## src/rtl/d_kes_elp_out_serializer.sv

```systemverilog
// Captures the final KES error-locator polynomial, finds its degree by scanning
// the non-zero flags from the top down, then streams coefficients 0..T to Chien search.
module d_kes_elp_out_serializer #(
    parameter int GF_ORDER = 12,
    parameter int T        = 14,
    parameter int IDX_W    = 4
) (
    input  logic                         i_clk,
    input  logic                         i_nRESET_KES,
    input  logic                         i_stop_dec,
    input  logic                         i_elp_load,
    input  logic [(T+1)*GF_ORDER-1:0]    i_elp_coef,
    input  logic [T:0]                   i_elp_deg_chk,
    output logic                         o_buf_ready,
    output logic                         o_coef_valid,
    input  logic                         i_coef_ready,
    output logic [GF_ORDER-1:0]          o_coef,
    output logic [IDX_W-1:0]             o_coef_idx,
    output logic                         o_coef_last,
    output logic [IDX_W-1:0]             o_elp_deg,
    output logic                         o_elp_fail
);

    localparam logic [IDX_W-1:0] T_IDX = IDX_W'(T);

    typedef enum logic [2:0] {
        ST_IDLE = 3'b001,
        ST_SCAN = 3'b010,
        ST_SEND = 3'b100
    } state_t;

    state_t                        state_q, state_d;
    logic [T:0][GF_ORDER-1:0]      coef_q, coef_d;
    logic [T:0]                    flag_q, flag_d;
    logic [IDX_W-1:0]              ptr_q, ptr_d;
    logic                          valid_q, valid_d;
    logic [IDX_W-1:0]              idx_q, idx_d;
    logic [GF_ORDER-1:0]           out_coef_q, out_coef_d;
    logic                          last_q, last_d;
    logic [IDX_W-1:0]              deg_q, deg_d;
    logic                          fail_q, fail_d;

    logic                          accept;
    logic [IDX_W-1:0]              idx_inc;

    assign accept  = valid_q & i_coef_ready;
    assign idx_inc = idx_q + 1'b1;

    // NOTE: every _d gets its hold value first so no path through the case leaves a latch.
    always_comb begin
        state_d    = state_q;
        coef_d     = coef_q;
        flag_d     = flag_q;
        ptr_d      = ptr_q;
        valid_d    = valid_q;
        idx_d      = idx_q;
        out_coef_d = out_coef_q;
        last_d     = last_q;
        deg_d      = deg_q;
        fail_d     = fail_q;

        case (state_q)
            ST_IDLE: begin
                if (i_elp_load) begin
                    coef_d  = i_elp_coef;
                    flag_d  = i_elp_deg_chk;
                    ptr_d   = T_IDX;
                    deg_d   = '0;
                    fail_d  = ~i_elp_deg_chk[0];
                    state_d = ST_SCAN;
                end
            end

            ST_SCAN: begin
                if (flag_q[ptr_q] || ptr_q == '0) begin
                    // A degree-0 hit with flag[0] clear means no flag was set at all.
                    deg_d      = ptr_q;
                    fail_d     = fail_q | ~flag_q[ptr_q];
                    idx_d      = '0;
                    out_coef_d = coef_q[0];
                    last_d     = (T_IDX == '0);
                    state_d    = ST_SEND;
                end else begin
                    ptr_d = ptr_q - 1'b1;
                end
            end

            ST_SEND: begin
                // First SEND cycle primes the valid flop; beats start the cycle after.
                if (!valid_q) begin
                    valid_d = 1'b1;
                end else if (accept) begin
                    if (last_q) begin
                        valid_d = 1'b0;
                        last_d  = 1'b0;
                        state_d = ST_IDLE;
                    end else begin
                        idx_d      = idx_inc;
                        out_coef_d = coef_q[idx_inc];
                        last_d     = (idx_inc == T_IDX);
                    end
                end
            end

            default: begin
                state_d = ST_IDLE;
            end
        endcase
    end

    // NOTE: state uses non-blocking assignments so every flop samples pre-edge values.
    always_ff @(posedge i_clk) begin
        if (!i_nRESET_KES || i_stop_dec) begin
            state_q    <= ST_IDLE;
            // NOTE: the coefficient store is cleared too, so an aborted ELP never leaks into the next one.
            coef_q     <= '0;
            flag_q     <= '0;
            ptr_q      <= '0;
            valid_q    <= 1'b0;
            idx_q      <= '0;
            out_coef_q <= '0;
            last_q     <= 1'b0;
            deg_q      <= '0;
            fail_q     <= 1'b0;
        end else begin
            state_q    <= state_d;
            coef_q     <= coef_d;
            flag_q     <= flag_d;
            ptr_q      <= ptr_d;
            valid_q    <= valid_d;
            idx_q      <= idx_d;
            out_coef_q <= out_coef_d;
            last_q     <= last_d;
            deg_q      <= deg_d;
            fail_q     <= fail_d;
        end
    end

    assign o_buf_ready  = (state_q == ST_IDLE);
    assign o_coef_valid = valid_q;
    assign o_coef       = out_coef_q;
    assign o_coef_idx   = idx_q;
    assign o_coef_last  = last_q;
    assign o_elp_deg    = deg_q;
    assign o_elp_fail   = fail_q;

endmodule
```

## config.mk

```make
export PLATFORM = sky130hd
export DESIGN_NAME = d_kes_elp_out_serializer
export DESIGN_NICKNAME = d
export VERILOG_FILES = /design/src/rtl/d_kes_elp_out_serializer.sv
export SDC_FILE = /design/constraint.sdc
export NUM_CORES = 1
export LEC_CHECK = 0
export BUFFER_PORTS_ARGS = -buffer_cell sky130_fd_sc_hd__buf_2
export CORE_MARGIN = 1.5
export CORE_UTILIZATION = 54
export DETAILED_ROUTE_END_ITERATION = 16
export PLACE_DENSITY = 0.82
export SYNTH_ARGS = -nofsm -noshare
export SYNTH_HDL_FRONTEND = slang
export SYNTH_SLANG_ARGS = --single-unit
```

## constraint.sdc

```tcl
create_clock -name i_clk -period 2.8 [get_ports i_clk]
set_input_delay 0.42 -clock i_clk [delete_from_list [all_inputs] [get_ports i_clk]]
set_output_delay 0.42 -clock i_clk [all_outputs]
set_load 0.05 [all_outputs]
```

Word level (Yosys, flattened, before mapping)
Cells that the tools add are included.

Register bits after elaboration: 225. Input bits: 200. Output and inout bits: 24. Word-level logic and storage cells: 92.

$add $sub $neg: 2. Order comparisons: 2. Equality and inequality tests: 11. Multiplexer cells: 37. Bitwise operators: 4. Reductions and logical operators: 12.

Operators with widths (number): $mux 12 (5); $bmux 12 s4 (1); $mux 4 (8); $pmux 12 s2 (1); $pmux 4 s2 (3); $mux 3 (5); $ne 2x2->1 const B (7); $lt 4x5->1 const B (2); $mux 1 (10); $reduce_and 5->1 (2); $pmux 3 s3 (1); $reduce_and 3->1 (2); $add 4x1->4 const B (1); $bmux 1 s4 (1); $eq 4x4->1 const B (1); $logic_not 4->1 (1); $pmux 1 s2 (2); $reduce_and 4->1 (1); $reduce_bool 2->1 (2); $sub 4x1->4 const B (1); $eq 3x1->1 const B (1); $eq 3x2->1 const B (1); $eq 3x3->1 const B (1); $logic_or 1x1->1 (2); other kinds (5) (6).

Logic depth before layout (Yosys ltp)
Depth in word-level cells: 7. Gate-level depth with buffers: 10. Mapped depth without buffers: 7.

Least setup slack after synthesis
No wires, ideal clock.

Kind: register -> register. Start point: register state_q[0]. End point: register coef_q[100] (netlist name). Setup time: 0.070 ns. Arrival: 2.723 ns. Data required time: 2.730 ns. Setup slack: 0.007 ns. Stages on the path, launching flop included: 8. Path buffers: 3. Clock period less this slack: 2.793 ns. Path through: dfxtp_1 nor3b_1 and2_1 clkbuf_1 buf_2 buf_2 nand2_1 a21oi_1.

Cells in the longest elaborated chain, start to end: 2.

RTL lines: start, declared (RTL line 32) `state_t state_q, state_d;`; start signal, assigned (RTL line 126) `state_q <= state_d;`; $eq 3x1->1; net o_buf_ready (RTL line 14) `output logic o_buf_ready,`; $reduce_and 2->1 (no line); end signal, assigned (RTL line 127) `coef_q <= coef_d;`; end, declared (RTL line 33) `logic [T:0][GF_ORDER-1:0] coef_q, coef_d;`.

The timed path passes the listed nets, and every way through them passes these cells. A chain may end at the register's enable or synchronous reset.

Final worst setup path
Start point: register idx_q[1], in the netlist o_coef_idx[1]. End point: register out_coef_q[2], in the netlist o_coef[2].

Cells in the longest elaborated chain, start to end: 7.

RTL lines: start, declared (RTL line 37) `logic [IDX_W-1:0] idx_q, idx_d;`; start signal, assigned (RTL line 131) `idx_q <= idx_d;`; $add 4x1->4 (RTL line 47) `assign idx_inc = idx_q + 1'b1;`; $bmux 12 s4 (RTL line 99) `out_coef_d = coef_q[idx_inc];`; $mux 12 (not written as such) (RTL line 99); $mux 12 (RTL line 93) `if (last_q) begin`; $mux 12 (RTL line 92) `end else if (accept) begin`; $mux 12 (RTL line 90) `if (!valid_q) begin`; $pmux 12 s2 (RTL line 62) `case (state_q)`; end signal, assigned (RTL line 132) `out_coef_q <= out_coef_d;`; end, declared (RTL line 38) `logic [GF_ORDER-1:0] out_coef_q, out_coef_d;`.

Every way passes these cells. The select of a mux whose other input is x is not followed.

==> impl_metrics.env <==
export IMPL_r2r_slack_ns=0.32
export IMPL_p_leak_nw=4.81
export IMPL_holdBufCountCts=0
export IMPL_synth_edff_count=0
export IMPL_crit_required_ns=3.15
export IMPL_drc=0
export IMPL_ys_flop_type="dfxtp_1"
export IMPL_outcome="completed"
export IMPL_gr_total_overflow=0
export IMPL_fp_row_count=49
export IMPL_pwr_share_comb_pct=10.3
export IMPL_drt_wl_total_um=29300
export IMPL_post_place_ws_ns=0.355
export IMPL_rsz0062_at_grt="no"
export IMPL_ant_nets=0
export IMPL_reg2regPathDepth=8
export IMPL_drt_first_pass_iters=5
export IMPL_viasPerCell=5.73
export IMPL_pwr_share_seq_pct=47.2
export IMPL_utilization_pct=66.4
export IMPL_yosysSeqAreaShare_pct=45.3
export IMPL_yosysTopAreaCell="dfxtp_1"
export IMPL_fin_skew_ns=0.0117
export IMPL_p_int_mw=5.38
export IMPL_start_util_pct=55.1
export IMPL_min_path_cells=3
export IMPL_htreeDepth=1
export IMPL_via_count=9132
export IMPL_r2r_start="o_coef_idx[1]"
export IMPL_switchingPower_mw=1.81
export IMPL_synth_area_per_cell_sq_um=8.49
export IMPL_pin_count=224
export IMPL_die_area_sq_um=19200
export IMPL_yosys_warnings=0
export IMPL_startpoint_type="register"
export IMPL_fmax_ghz=0.403
export IMPL_dp_hpwl_um=21200
export IMPL_worstHoldStart="i_elp_deg_chk[14]"
export IMPL_fill_cells=1476
export IMPL_wl_per_cell_um=18.3
export IMPL_path_class="register to register"
export IMPL_setup_tns_final_ns=0
export IMPL_ys_top_cells_by_area="dfxtp_1, nand2_1, a21oi_1"
export IMPL_power_frac_clock_pct=42.5
export IMPL_netlist_instances=1170
export IMPL_synth_nets=1373
export IMPL_tritoncts="yes"
export IMPL_hold_viol=0
export IMPL_hold_path_end="flag_q[14]"
export IMPL_finalWorstSetupSlack_ns=0.318
export IMPL_grt_pass1_wl_um=45100
export IMPL_ff_latch_area_sq_um=4510
export IMPL_worst_slew_pin_slew_ns=0.991
export IMPL_portBuffers=223
export IMPL_relSlewSlack_pct=33.5
export IMPL_period_share_pct=88.6
export IMPL_cts_resized=0
export IMPL_crit_arrival_ns=2.83
export IMPL_insertion_delay_ns=0.52
export IMPL_cts_sinks=225
export IMPL_gp_congestion=0.894
export IMPL_multi_input_area_sq_um=4970
export IMPL_die_h_um=139
export IMPL_ys_seq_elements=225
export IMPL_r2r_end="o_coef[2]"
export IMPL_cts_inserted_buffers=23
export IMPL_synth_top_cell_area_share_pct=45.3
export IMPL_maxCapViolCount=0
export IMPL_area_growth_pct=20.4
export IMPL_grt_pass1_vias=8675
export IMPL_place_area_sq_um=11200
export IMPL_die_x_um=139
export IMPL_clk_path_buf_depth=3
export IMPL_clock_tree_root_cell="clkbuf_16"
export IMPL_clkSlewWorstSetupHoldPaths_ns=0.07
export IMPL_synthArstFlopShare_pct=0
export IMPL_syn_area_sq_um=9930
export IMPL_core_area_sq_um=18000
export IMPL_grtUsageTotal_pct=29.2
export IMPL_crit_path_end_kind="register"
export IMPL_drtIter0Drc=922
export IMPL_irDropWorstVdd_mv=0.523
export IMPL_hp_class="input pin to register"
export IMPL_fin_area_sq_um=12000
export IMPL_powerDensity_nw_per_um2=600
export IMPL_layout_drive_gt1_share_pct=28.2
export IMPL_post_cts_buffers=0
export IMPL_synth_distinct_cells=67
export IMPL_fin_nets=1552
export IMPL_path_max_fanout=35
export IMPL_period_needed_ns=2.48
export IMPL_antenna_found_initial=0
export IMPL_grt_max_degree=114
export IMPL_drv_slew=0
export IMPL_p_sw_share_pct=25.2
export IMPL_finalSetupViolCount=0
[cell type report]
cell class                      count  share of cell area, %
Inverter                            4                  0.125
Multi-Input combinational cell    844                   41.6
Sequential cell                   225                   37.7
Clock inverter                     13                   1.08
Clock buffer                       28                   5.22
Tap cell                          229                   2.39
Antenna cell                        1                 0.0209
Timing Repair Buffer              251                   11.9
[critical path, cell delays in order, from the launching register on]
cell	delay [ns]
dfxtp_1	0.39
inv_1	0.07
ha_2	0.65
buf_12	0.29
mux2i_1	0.24
mux2i_1	0.14
mux2_2	0.29
o22ai_1	0.14
o32ai_1	0.11
[per-stage QoR]
step	hold slack (ns)	total power, mW	std cells
after floorplan	0.431	3.87	1170
after global placement	0.441	4.17	1553
after detailed placement	0.448	4.18	1553
after CTS	0.133	7.18	1594
after global routing	0.138	7.41	1594
final	0.139	7.18	1595
[cells in the mapped netlist, types with 6 or more instances]
master	n
nand2_1	431
dfxtp_1	225
a21oi_1	204
clkbuf_1	57
mux4_2	36
buf_2	28
mux2_2	28
mux2i_1	27
nor2_1	17
o22ai_1	13
nand3_1	9
o32ai_2	6
[worst max-delay path by stage]
stage | start | endpoint | slack, ns
3_5_place_dp | o_coef_idx[1] | o_coef[4] | 0.35
6_report | o_coef_idx[1] | o_coef[2] | 0.32
5_1_grt | ptr_q[0] | o_coef[11] | 0.17
4_1_cts | o_coef_idx[1] | o_coef[2] | 0.33
3_3_place_gp | o_coef_idx[1] | o_coef[5] | 0.42
2_1_floorplan | state_q[0] | coef_q[100] | 0.007
[kinds of logic (layout without fill, tap and decap cells)]
| logic type | Yosys count | in the layout | synth area share (%) |
|---|---|---|---|
| DFF | 225 | 225 | 45.3 |
| adders and majority gates | 3 | 3 | 0.378 |
| other | 0 | 1 | 0 |
| AOI/OAI and AO/OA | 259 | 259 | 15.3 |
| buffers and inverters | 101 | 296 | 4.87 |
| and+or+nand+nor | 488 | 488 | 19.7 |
| muxes | 92 | 92 | 14.2 |
| xor gates and xnor gates | 2 | 2 | 0.252 |
[metal layers]
layer	wire length (um)	track usage, %	up-vias
li1	-	-	4356
met1	11700	37.4	4273
met2	14100	49.3	414
met3	2210	4.45	89
met4	1250	12.8	0
met5	0	0	-
[sequential cells by signal, summed over array words and instances, names as in the netlist]
signal        flops
o_coef_idx        4
o_coef           12
ptr_q             4
state_q           3
o_elp_deg         4
o_coef_valid      1
o_coef_last       1
o_elp_fail        1
coef_q          180
flag_q           15
[cells in the final DEF (no fill, tap or decap), drive strengths merged, types with 3 or more instances in the layout]
| cell type | instances |
|---|---|
| o31ai | 5 |
| a21oi | 205 |
| nand3 | 9 |
| o22ai | 13 |
| inv | 6 |
| mux4 | 36 |
| nand4 | 3 |
| buf | 251 |
| dfxtp | 225 |
| nor3b | 4 |
| nor2 | 17 |
| nor3 | 3 |
| and2 | 3 |
| nand2 | 431 |
| mux2 | 29 |
| a21o | 3 |
| mux2i | 27 |
| nor2b | 3 |
| ha | 3 |
| clkinv | 8 |
| clkbuf | 28 |
| o32ai | 11 |
[power by group through the flow]
stage / Combinational (mW) / Sequential, mW / Clock (mW)
after floorplan: 0.456 / 3.42 / 0
after global placement: 0.718 / 3.45 / 0
after detailed placement: 0.728 / 3.46 / 0
after CTS: 0.732 / 3.39 / 3.06
after global routing: 0.807 / 3.39 / 3.20
final: 0.738 / 3.39 / 3.05
Power figures use the tool's default switching activity.
